--- src/rtl/seq_detect_param.sv ---
// rtl/seq_detect_param.sv - parameterised serial pattern detector with registered flag and match counter
// Optional match counter is built only when SEQ_DETECT_CNT_EN is defined; otherwise match_cnt is tied to 0.
module seq_detect_param #(
    parameter int             PAT_W       = 4,
    parameter logic [PAT_W-1:0] DEFAULT_PAT = 4'b1011,
    parameter bit             OVERLAP     = 1'b1,
    parameter int             CNT_W       = 8
) (
    input  logic             clk,
    input  logic             reset,
    input  logic             data,
    input  logic             valid,
    input  logic             load,
    input  logic [PAT_W-1:0] pat_in,
    output logic             flag,
    output logic [CNT_W-1:0] match_cnt
);

    localparam int FILL_W = $clog2(PAT_W + 1);
    localparam logic [FILL_W-1:0] FULL = FILL_W'(PAT_W);

    logic [PAT_W-1:0]  pattern;
    // Only the youngest PAT_W-1 bits are kept; the oldest falls out at the next shift anyway.
    logic [PAT_W-2:0]  hist;
    logic [PAT_W-1:0]  hist_nxt;
    logic [FILL_W-1:0] fill;
    logic [FILL_W-1:0] fill_inc;
    logic              match;

    always_comb begin
        hist_nxt = {hist, data};
        fill_inc = (fill == FULL) ? fill : fill + FILL_W'(1);
        match    = (hist_nxt == pattern) && (fill_inc == FULL);
    end

    always_ff @(posedge clk or posedge reset) begin
        if (reset) begin
            pattern <= DEFAULT_PAT;
            hist    <= '0;
            fill    <= '0;
            flag    <= 1'b0;
        end else if (load) begin
            pattern <= pat_in;
            hist    <= '0;
            fill    <= '0;
            flag    <= 1'b0;
        end else if (valid) begin
            hist <= hist_nxt[PAT_W-2:0];
            // Non-overlapping mode demands a full fresh window after every hit.
            fill <= (match && (OVERLAP == 1'b0)) ? '0 : fill_inc;
            flag <= match;
        end else begin
            flag <= 1'b0;
        end
    end

`ifdef SEQ_DETECT_CNT_EN
    always_ff @(posedge clk or posedge reset) begin
        if (reset) begin
            match_cnt <= '0;
        end else if (load) begin
            match_cnt <= '0;
        end else if (valid && match && (match_cnt != {CNT_W{1'b1}})) begin
            match_cnt <= match_cnt + CNT_W'(1);
        end
    end
`else
    assign match_cnt = '0;
`endif

endmodule

--- config.mk ---
export PLATFORM = sky130hd
export DESIGN_NAME = seq_detect_param
export DESIGN_NICKNAME = d
export VERILOG_FILES = /design/src/rtl/seq_detect_param.sv
export SDC_FILE = /design/constraint.sdc
export NUM_CORES = 1
export LEC_CHECK = 0
export CAP_MARGIN = 10
export CORE_UTILIZATION = 45
export DETAILED_ROUTE_END_ITERATION = 10
export PLACE_DENSITY = 0.83
export SYNTH_ARGS = -nofsm -noshare
export SYNTH_HDL_FRONTEND = slang
export SYNTH_SLANG_ARGS = --single-unit
--- constraint.sdc ---
create_clock -name clk -period 1.3 [get_ports clk]
set_input_delay 0.26 -clock clk [delete_from_list [all_inputs] [get_ports clk]]
set_output_delay 0.26 -clock clk [all_outputs]
set_load 0.005 [all_outputs]
==> results of run 1 <==
-- synthesized netlist by cell type (all sizes together) --
library cell	instances	area, sq um
nor3b	1	12.5
nand3b	1	7.51
a21boi	1	7.51
mux2	4	45.0
nor2	6	22.5
a21oi	1	5.00
and4b	1	11.3
inv	3	11.3
dfrtp	8	200
nor3	1	5.00
xnor2	5	43.8
conb	1	3.75
nand3	2	10.0
buf	10	76.3
ha	2	25.0
mux2i	4	40.0
a211oi	1	12.5
o21ai	1	5.00
dfstp	3	78.8
nor2b	1	6.26
-- flip-flops by register name, summed over array words and instances (netlist names) --
register / flops
pattern: 4
fill: 3
hist: 3
flag: 1
-- layout make-up --
type	instances	share of cell area, %
flip-flops and latches	11	36.8
multi-input cells	40	39.1
well taps	15	2.48
clock buffers	4	3.47
repair buffers	14	16.7
inverters	3	1.49
-- critical path, delay by kind of cell, from the launching register on --
kind | cells | cell delay [ns]
adders and majority gates | 1 | 0.20
and+or+nand+nor | 1 | 0.17
AOI/OAI and AO/OA | 2 | 0.29
DFF | 1 | 0.40
buffers and inverters | 1 | 0.06
-- routing by layer --
metal / share of wire [%] / global-route usage, %
met1: 46 / 18.1
met2: 47 / 22.9
met3: 7.1 / 8.52
met4: 0 / 2.59
met5: 0 / 0
-- per-stage QoR --
step                std cells  total power (W)
finish                     87         0.000753
global route               87         0.000797
floorplan                  64         0.000506
global placement           83         0.000536
CTS                        87         0.000763
detailed placement         83         0.000540
-- cell families after synthesis --
group	Yosys count	synth area share, %
xor gates and xnor gates	5	6.96
AOI/OAI and AO/OA	4	4.77
other	1	0.596
buffers and inverters	13	13.9
and+or+nand+nor	13	11.9
DFF	11	44.3
muxes	8	13.5
adders and majority gates	2	3.98
-- how the worst max path moves through the flow --
stage,to,start,slack [ns]
2_1_floorplan,flag,fill[0],0.10
3_3_place_gp,pattern[2],load,-0.02
3_5_place_dp,pattern[2],load,-0.04
4_1_cts,flag,fill[0],0.009
5_1_grt,flag,fill[0],0.01
6_report,flag,fill[0],0.1
-- timing repair --
action / CTS / global route
hold buffers: 0 / 0
resized for setup: 1 / 3
endpoints found under the hold margin: 0 / 0
pin swaps: 0 / 2
endpoints found under the setup margin: 1 / 1
-- power breakdown --
part / total [W] / switching (W) / internal [W]
Clock: 0.000215 / 0.0000968 / 0.000118
Sequential: 0.000390 / 0.0000182 / 0.000372
Combinational: 0.000148 / 0.0000615 / 0.0000865
==> flow_metrics.env, run 1 <==
export IMPL_drv_cap=0
export IMPL_routed_wl_um=869
export IMPL_nets=84
export IMPL_numCtsBuffers=3
export IMPL_dp_hpwl_um=673
export IMPL_avgRoutedWirePerCell_um=9.99
export IMPL_slew_violations=0
export IMPL_core_area_sq_um=1300
export IMPL_place_gp_congestion=0.754
export IMPL_slowest_stage="dfrtp_1"
export IMPL_ys_ff_latch=11
export IMPL_area_growth_syn_to_layout_pct=20.5
export IMPL_final_cell_mix="conb_1 (8), dfrtp_1 (8), clkdlybuf4s50_1 (8), nor2_1 (6)"
export IMPL_syn_cell_area_sq_um=629
export IMPL_fp_row_count=13
export IMPL_hold_worst_slack_ns=0.281
export IMPL_setup_violations_final=0
export IMPL_die_width_um=39.4
export IMPL_ff_latch_area_sq_um=279
export IMPL_multi_input_area_sq_um=297
export IMPL_ant_nets=0
export IMPL_critical_path_max_stage_delay_ns=0.40
export IMPL_finalClockSkew_ns=0.00424
export IMPL_place_ws_ns=-0.0421
export IMPL_gr_total_overflow=0
export IMPL_min_path_type="primary input to async pin"
export IMPL_reg2reg_from="fill[0]"
export IMPL_critPathRequiredTime_ns=1.47
export IMPL_r2r_cells=5
export IMPL_outcome="complete, no violations"
export IMPL_ys_seq_area_share_pct=44.3
export IMPL_ys_types=22
export IMPL_dr_total_vias=387
export IMPL_drive_above_1_share_pct=29.2
export IMPL_rsz0062_at_grt="no"
export IMPL_fin_util_pct=58.3
export IMPL_cts_root_buffer="clkbuf_4"
export IMPL_fill_cells=116
export IMPL_drcViolationCount=0
export IMPL_cts_tree="built"
export IMPL_path_clk_slew_ns=0.06
export IMPL_crit_type="flop to flop"
export IMPL_reg2reg_to="flag"
export IMPL_p_leak_nw=0.344
export IMPL_critPathCaptureType="flop"
export IMPL_first_iter_violations=2
export IMPL_min_period_ns=1.20
export IMPL_ir_worst_vdd_v=0.000608
export IMPL_viasPerCell=4.45
export IMPL_grt_pass1_wl_mm=1.47
export IMPL_crit_arrival_ns=1.38
export IMPL_antennaDiodeCount=0
export IMPL_setup_ws_ns=0.0953
export IMPL_start_util_pct=48.4
export IMPL_fin_setup_tns_ns=0
export IMPL_yosys_warnings=0
export IMPL_grt_total_usage_pct=14.9
export IMPL_post_cts_setup_buffers=0
export IMPL_reg2reg_setup_slack_ns=0.1
export IMPL_synth_avg_cell_area_sq_um=11.0
export IMPL_cts_buffer_depth=2
export IMPL_max_freq_mhz=830
export IMPL_synthCells=57
export IMPL_hold_violations=0
export IMPL_p_per_area_nw_per_um2=994
export IMPL_dpl_cell_area_sq_um=726
export IMPL_die_h_um=39.4
export IMPL_numPortBuffers=9
export IMPL_path_cells="inv_1, ha_2, nor3b_2, o21ai_1, a211oi_2"
export IMPL_grt_pass1_vias=362
export IMPL_die_area_sq_um=1550
export IMPL_cts_htree_levels=1
export IMPL_grt_max_degree=12
export IMPL_antenna_found_initial=0
export IMPL_post_route_period_util_pct=92.7
export IMPL_first_pass_iters=2
export IMPL_cp_max_fo=4
export IMPL_clk_latency_ns=0.26
export IMPL_cts_sinks=11
export IMPL_ios=18
export IMPL_critPathLaunchType="flop"
export IMPL_final_cell_area_sq_um=758
Note: power is estimated with default switching activity, not from simulation.
==> run 2: changes to the inputs <==
--- a/config.mk
+++ b/config.mk
@@ -5,10 +5,9 @@
 export SDC_FILE = /design/constraint.sdc
 export NUM_CORES = 1
 export LEC_CHECK = 0
-export CAP_MARGIN = 10
-export CORE_UTILIZATION = 45
+export CORE_UTILIZATION = 40
 export DETAILED_ROUTE_END_ITERATION = 10
-export PLACE_DENSITY = 0.83
+export PLACE_DENSITY = 0.76
 export SYNTH_ARGS = -nofsm -noshare
 export SYNTH_HDL_FRONTEND = slang
 export SYNTH_SLANG_ARGS = --single-unit
==> flow_metrics.env, run 2 (synthesis results as in run 1) <==
export IMPL_antenna_found_initial=0
export IMPL_cts_buffer_depth=2
export IMPL_fin_setup_tns_ns=0
export IMPL_fp_row_count=13
export IMPL_slew_violations=0
export IMPL_cp_max_fo=4
export IMPL_finalClockSkew_ns=0.00717
export IMPL_outcome="complete, no violations"
export IMPL_grt_max_degree=12
export IMPL_path_cells="inv_1, ha_2, nor2b_2, o21ai_1, a211oi_2"
export IMPL_final_cell_area_sq_um=758
export IMPL_routed_wl_um=998
export IMPL_slowest_stage="dfrtp_1"
export IMPL_place_gp_congestion=0.692
export IMPL_path_clk_slew_ns=0.07
export IMPL_largestRegisters="pattern (4), fill (3), hist (3)"
export IMPL_fill_cells=127
export IMPL_crit_type="flop to flop"
export IMPL_drive_above_1_share_pct=29.2
export IMPL_nets=84
export IMPL_largest_reg_flops=4
export IMPL_crit_buf_inv=1
export IMPL_r2r_cells=5
export IMPL_core_area_sq_um=1380
export IMPL_grt_total_usage_pct=12.5
export IMPL_gr_total_overflow=0
export IMPL_critPathLaunchType="flop"
export IMPL_cts_sinks=11
export IMPL_area_growth_syn_to_layout_pct=20.5
export IMPL_dr_total_vias=421
export IMPL_hold_violations=0
export IMPL_antennaDiodeCount=0
export IMPL_cts_root_buffer="clkbuf_4"
export IMPL_critPathTopFamily="flip-flops"
export IMPL_p_per_area_nw_per_um2=1020
export IMPL_final_cell_mix="conb_1 (8), dfrtp_1 (8), clkdlybuf4s50_1 (8), nor2_1 (6)"
export IMPL_grt_pass1_vias=368
export IMPL_crit_arrival_ns=1.40
export IMPL_critPathCaptureType="flop"
export IMPL_avgRoutedWirePerCell_um=11.5
export IMPL_max_freq_mhz=828
export IMPL_ant_nets=0
export IMPL_first_iter_violations=3
export IMPL_drcViolationCount=0
export IMPL_setup_violations_final=0
export IMPL_grt_pass1_wl_mm=1.53
export IMPL_critical_path_max_stage_delay_ns=0.41
export IMPL_critPathRequiredTime_ns=1.49
export IMPL_reg2reg_setup_slack_ns=0.09
export IMPL_ir_worst_vdd_v=0.000498
export IMPL_clk_latency_ns=0.27
export IMPL_numPortBuffers=9
export IMPL_numCtsBuffers=3
export IMPL_rsz0062_at_grt="no"
export IMPL_dpl_cell_area_sq_um=726
export IMPL_drv_cap=0
export IMPL_p_leak_nw=0.344
export IMPL_post_route_period_util_pct=92.9
export IMPL_die_h_um=41.7
export IMPL_start_util_pct=45.5
export IMPL_min_path_type="primary input to async pin"
export IMPL_fin_util_pct=54.8
export IMPL_viasPerCell=4.84
export IMPL_cts_tree="built"
export IMPL_die_width_um=41.7
export IMPL_die_area_sq_um=1740
export IMPL_reg2reg_to="flag"
export IMPL_cts_htree_levels=1
export IMPL_regMostFlops="pattern"
export IMPL_min_period_ns=1.21
export IMPL_first_pass_iters=3
export IMPL_dp_hpwl_um=712
export IMPL_reg2reg_from="fill[0]"
export IMPL_ios=18
-- run 2: cell counts in the layout (fill, tap and decap cells not counted) --
Identical to the previous run, type by type.
-- run 2: report_power, final --
group          leakage [nW]  internal, W  switching (W)
registers             0.139     0.000372      0.0000179
clock network        0.0150     0.000119       0.000113
logic                 0.191    0.0000866      0.0000630
-- run 2: cell type report --
cell class | count | area, sq um | area share [%]
multi-input cells | 40 | 297 | 39.1
inverters | 3 | 11.3 | 1.49
well taps | 15 | 18.8 | 2.48
repair buffers | 14 | 126 | 16.7
clock buffers | 4 | 26.3 | 3.47
flip-flops and latches | 11 | 279 | 36.8
-- run 2: per-layer routing --
layer  track usage [%]  up-vias  part of all wire [%]
met5                 0        -                     0
li1                  -      201                     -
met3              7.83        4                   7.6
met2              17.5       16                    47
met4              7.74        0                   2.7
met1              14.0      200                    42
-- run 2: worst max-delay path by stage --
stage / startpoint / to / cells after the start
after detailed placement: valid / hist[2] / 4
final: fill[0] / flag / 5
after CTS: fill[0] / flag / 5
after global routing: fill[0] / flag / 5
after global placement: valid / hist[2] / 4
after floorplan: fill[0] / flag / 5
-- run 2: timing repair --
action,in CTS,in global routing
gates resized for setup,1,3
hold buffers,0,0
buffers inserted,0,0
endpoints found under the setup margin,1,1
pin swaps,0,1
cloned,0,0
-- run 2: stage by stage --
stage | hold WS (ns) | worst slack (ns) | power, W | std cells
global placement | 0.524 | -0.0358 | 0.000538 | 83
finish | 0.268 | 0.0925 | 0.000772 | 87
global route | 0.310 | 0.0128 | 0.000822 | 87
floorplan | 0.110 | 0.103 | 0.000506 | 64
CTS | 0.282 | 0.0383 | 0.000779 | 87
detailed placement | 0.545 | -0.0360 | 0.000541 | 83
==> run 3: changes to the inputs <==
--- a/config.mk
+++ b/config.mk
@@ -5,9 +5,9 @@
 export SDC_FILE = /design/constraint.sdc
 export NUM_CORES = 1
 export LEC_CHECK = 0
-export CORE_UTILIZATION = 40
+export CORE_UTILIZATION = 30
 export DETAILED_ROUTE_END_ITERATION = 10
-export PLACE_DENSITY = 0.76
+export PLACE_DENSITY = 0.62
 export SYNTH_ARGS = -nofsm -noshare
 export SYNTH_HDL_FRONTEND = slang
 export SYNTH_SLANG_ARGS = --single-unit
==> flow_metrics.env, run 3 (synthesis results as in run 1) <==
export IMPL_cts_buffer_depth=2
export IMPL_cp_max_fo=4
export IMPL_fin_util_pct=39.3
export IMPL_cts_tree="built"
export IMPL_startpoint="fill[0]"
export IMPL_critPathLaunchType="flop"
export IMPL_reg2reg_setup_slack_ns=0.11
export IMPL_finalClockSkew_ns=0.00485
export IMPL_p_leak_nw=0.343
export IMPL_reg2reg_to="flag"
export IMPL_dr_total_vias=408
export IMPL_core_area_sq_um=1960
export IMPL_ir_worst_vdd_v=0.000668
export IMPL_max_freq_mhz=839
export IMPL_clk_latency_ns=0.26
export IMPL_antennaDiodeCount=0
export IMPL_antenna_found_initial=0
export IMPL_routed_wl_um=910
export IMPL_p_per_area_nw_per_um2=993
export IMPL_r2r_cells=5
export IMPL_fp_row_count=16
export IMPL_critical_path_max_stage_delay_ns=0.41
export IMPL_die_h_um=47.8
export IMPL_cts_root_buffer="clkbuf_4"
export IMPL_endpoint="flag"
export IMPL_post_route_period_util_pct=91.7
export IMPL_final_cell_mix="conb_1 (8), dfrtp_1 (8), clkdlybuf4s50_1 (8), nor2_1 (6)"
export IMPL_power_w=0.000765
export IMPL_slew_violations=0
export IMPL_cts_htree_levels=1
export IMPL_drcViolationCount=0
export IMPL_gr_total_overflow=0
export IMPL_cts_hold_buf=0
export IMPL_hold_violations=0
export IMPL_grt_pass1_vias=389
export IMPL_first_pass_iters=4
export IMPL_largest_reg_flops=4
export IMPL_ant_nets=0
export IMPL_fin_cells=99
export IMPL_setup_violations_final=0
export IMPL_min_path_type="primary input to async pin"
export IMPL_first_iter_violations=4
export IMPL_slowest_stage="dfrtp_1"
export IMPL_nets=84
export IMPL_min_period_ns=1.19
export IMPL_reg2reg_from="fill[0]"
export IMPL_regMostFlops="pattern"
export IMPL_path_cells="inv_1, ha_2, nor2b_1, o21ai_1, a211oi_2"
export IMPL_avgRoutedWirePerCell_um=9.19
export IMPL_dp_hpwl_um=719
export IMPL_numPortBuffers=9
export IMPL_crit_arrival_ns=1.38
export IMPL_crit_type="flop to flop"
export IMPL_die_area_sq_um=2280
export IMPL_outcome="complete, no violations"
export IMPL_numCtsBuffers=3
export IMPL_final_cell_area_sq_um=771
export IMPL_start_util_pct=32.1
export IMPL_viasPerCell=4.12
export IMPL_die_width_um=47.8
export IMPL_hold_worst_slack_ns=0.275
export IMPL_grt_total_usage_pct=10.8
export IMPL_drive_above_1_share_pct=27.8
export IMPL_largestRegisters="pattern (4), fill (3), hist (3)"
export IMPL_ios=18
export IMPL_critPathCaptureType="flop"
export IMPL_place_inst=94
export IMPL_drv_cap=0
export IMPL_place_gp_congestion=0.678
export IMPL_dpl_cell_area_sq_um=733
export IMPL_grt_max_degree=12
export IMPL_cts_sinks=11
export IMPL_path_clk_slew_ns=0.07
export IMPL_grt_pass1_wl_mm=1.60
export IMPL_area_growth_syn_to_layout_pct=22.5
export IMPL_critPathRequiredTime_ns=1.49
[run 3: cell counts in the layout (fill, tap and decap cells not counted)]
No cell type changed its count.
[run 3: worst min-delay path by stage]
stage | start | end | slack (ns) | cells past startpoint
5_1_grt | reset | fill[0] | 0.32 | 2
2_1_floorplan | reset | fill[0] | 0.11 | 1
4_1_cts | reset | fill[0] | 0.28 | 2
6_report | reset | fill[0] | 0.27 | 2
3_5_place_dp | pattern[2] | pattern[2] | 0.54 | 1
3_3_place_gp | pattern[2] | pattern[2] | 0.52 | 1
[run 3: report_power, final]
part	leakage, nW	internal [W]	switching (W)
combinational	0.190	0.0000866	0.0000629
clock	0.0150	0.000119	0.000107
sequential	0.139	0.000372	0.0000177
total	0.343	0.000577	0.000188
[run 3: what timing repair did]
action,4_1_cts,5_1_grt
setup buffers,0,1
resized for setup,1,2
setup endpoints to repair,1,1
endpoints found under the hold margin,0,0
pin swaps,0,1
[run 3: final cells by class]
type / instances / area [sq um]
fillers: 209 / 1190
inverters: 3 / 11.3
multi-input cells: 40 / 294
flip-flops and latches: 11 / 279
well taps: 27 / 33.8
repair buffers: 14 / 126
clock buffers: 4 / 26.3
[run 3: metrics by stage]
step / worst slack [ns] / TNS, ns
final: 0.108 / 0
after global routing: -0.00623 / -0.00623
after CTS: 0.0303 / 0
after detailed placement: -0.0715 / -0.389
after global placement: -0.0587 / -0.306
after floorplan: 0.103 / 0
[run 3: critical path, delay by kind of cell (launching register included)]
kind                     cells  cell delay (ns)
AND/OR/NAND/NOR              1             0.13
adder cells (fa/ha/maj)      1             0.21
buffers and inverters        1             0.07
AO/OA/AOI/OAI                2             0.29
flip-flops                   1             0.41
[run 3: layer usage]
layer / vias up / GRT usage [%] / wire length (um)
met5: - / 0 / 0
met1: 192 / 13.0 / 396
met4: 0 / 3.33 / 0
li1: 204 / - / -
met3: 0 / 5.66 / 40
met2: 12 / 16.8 / 472
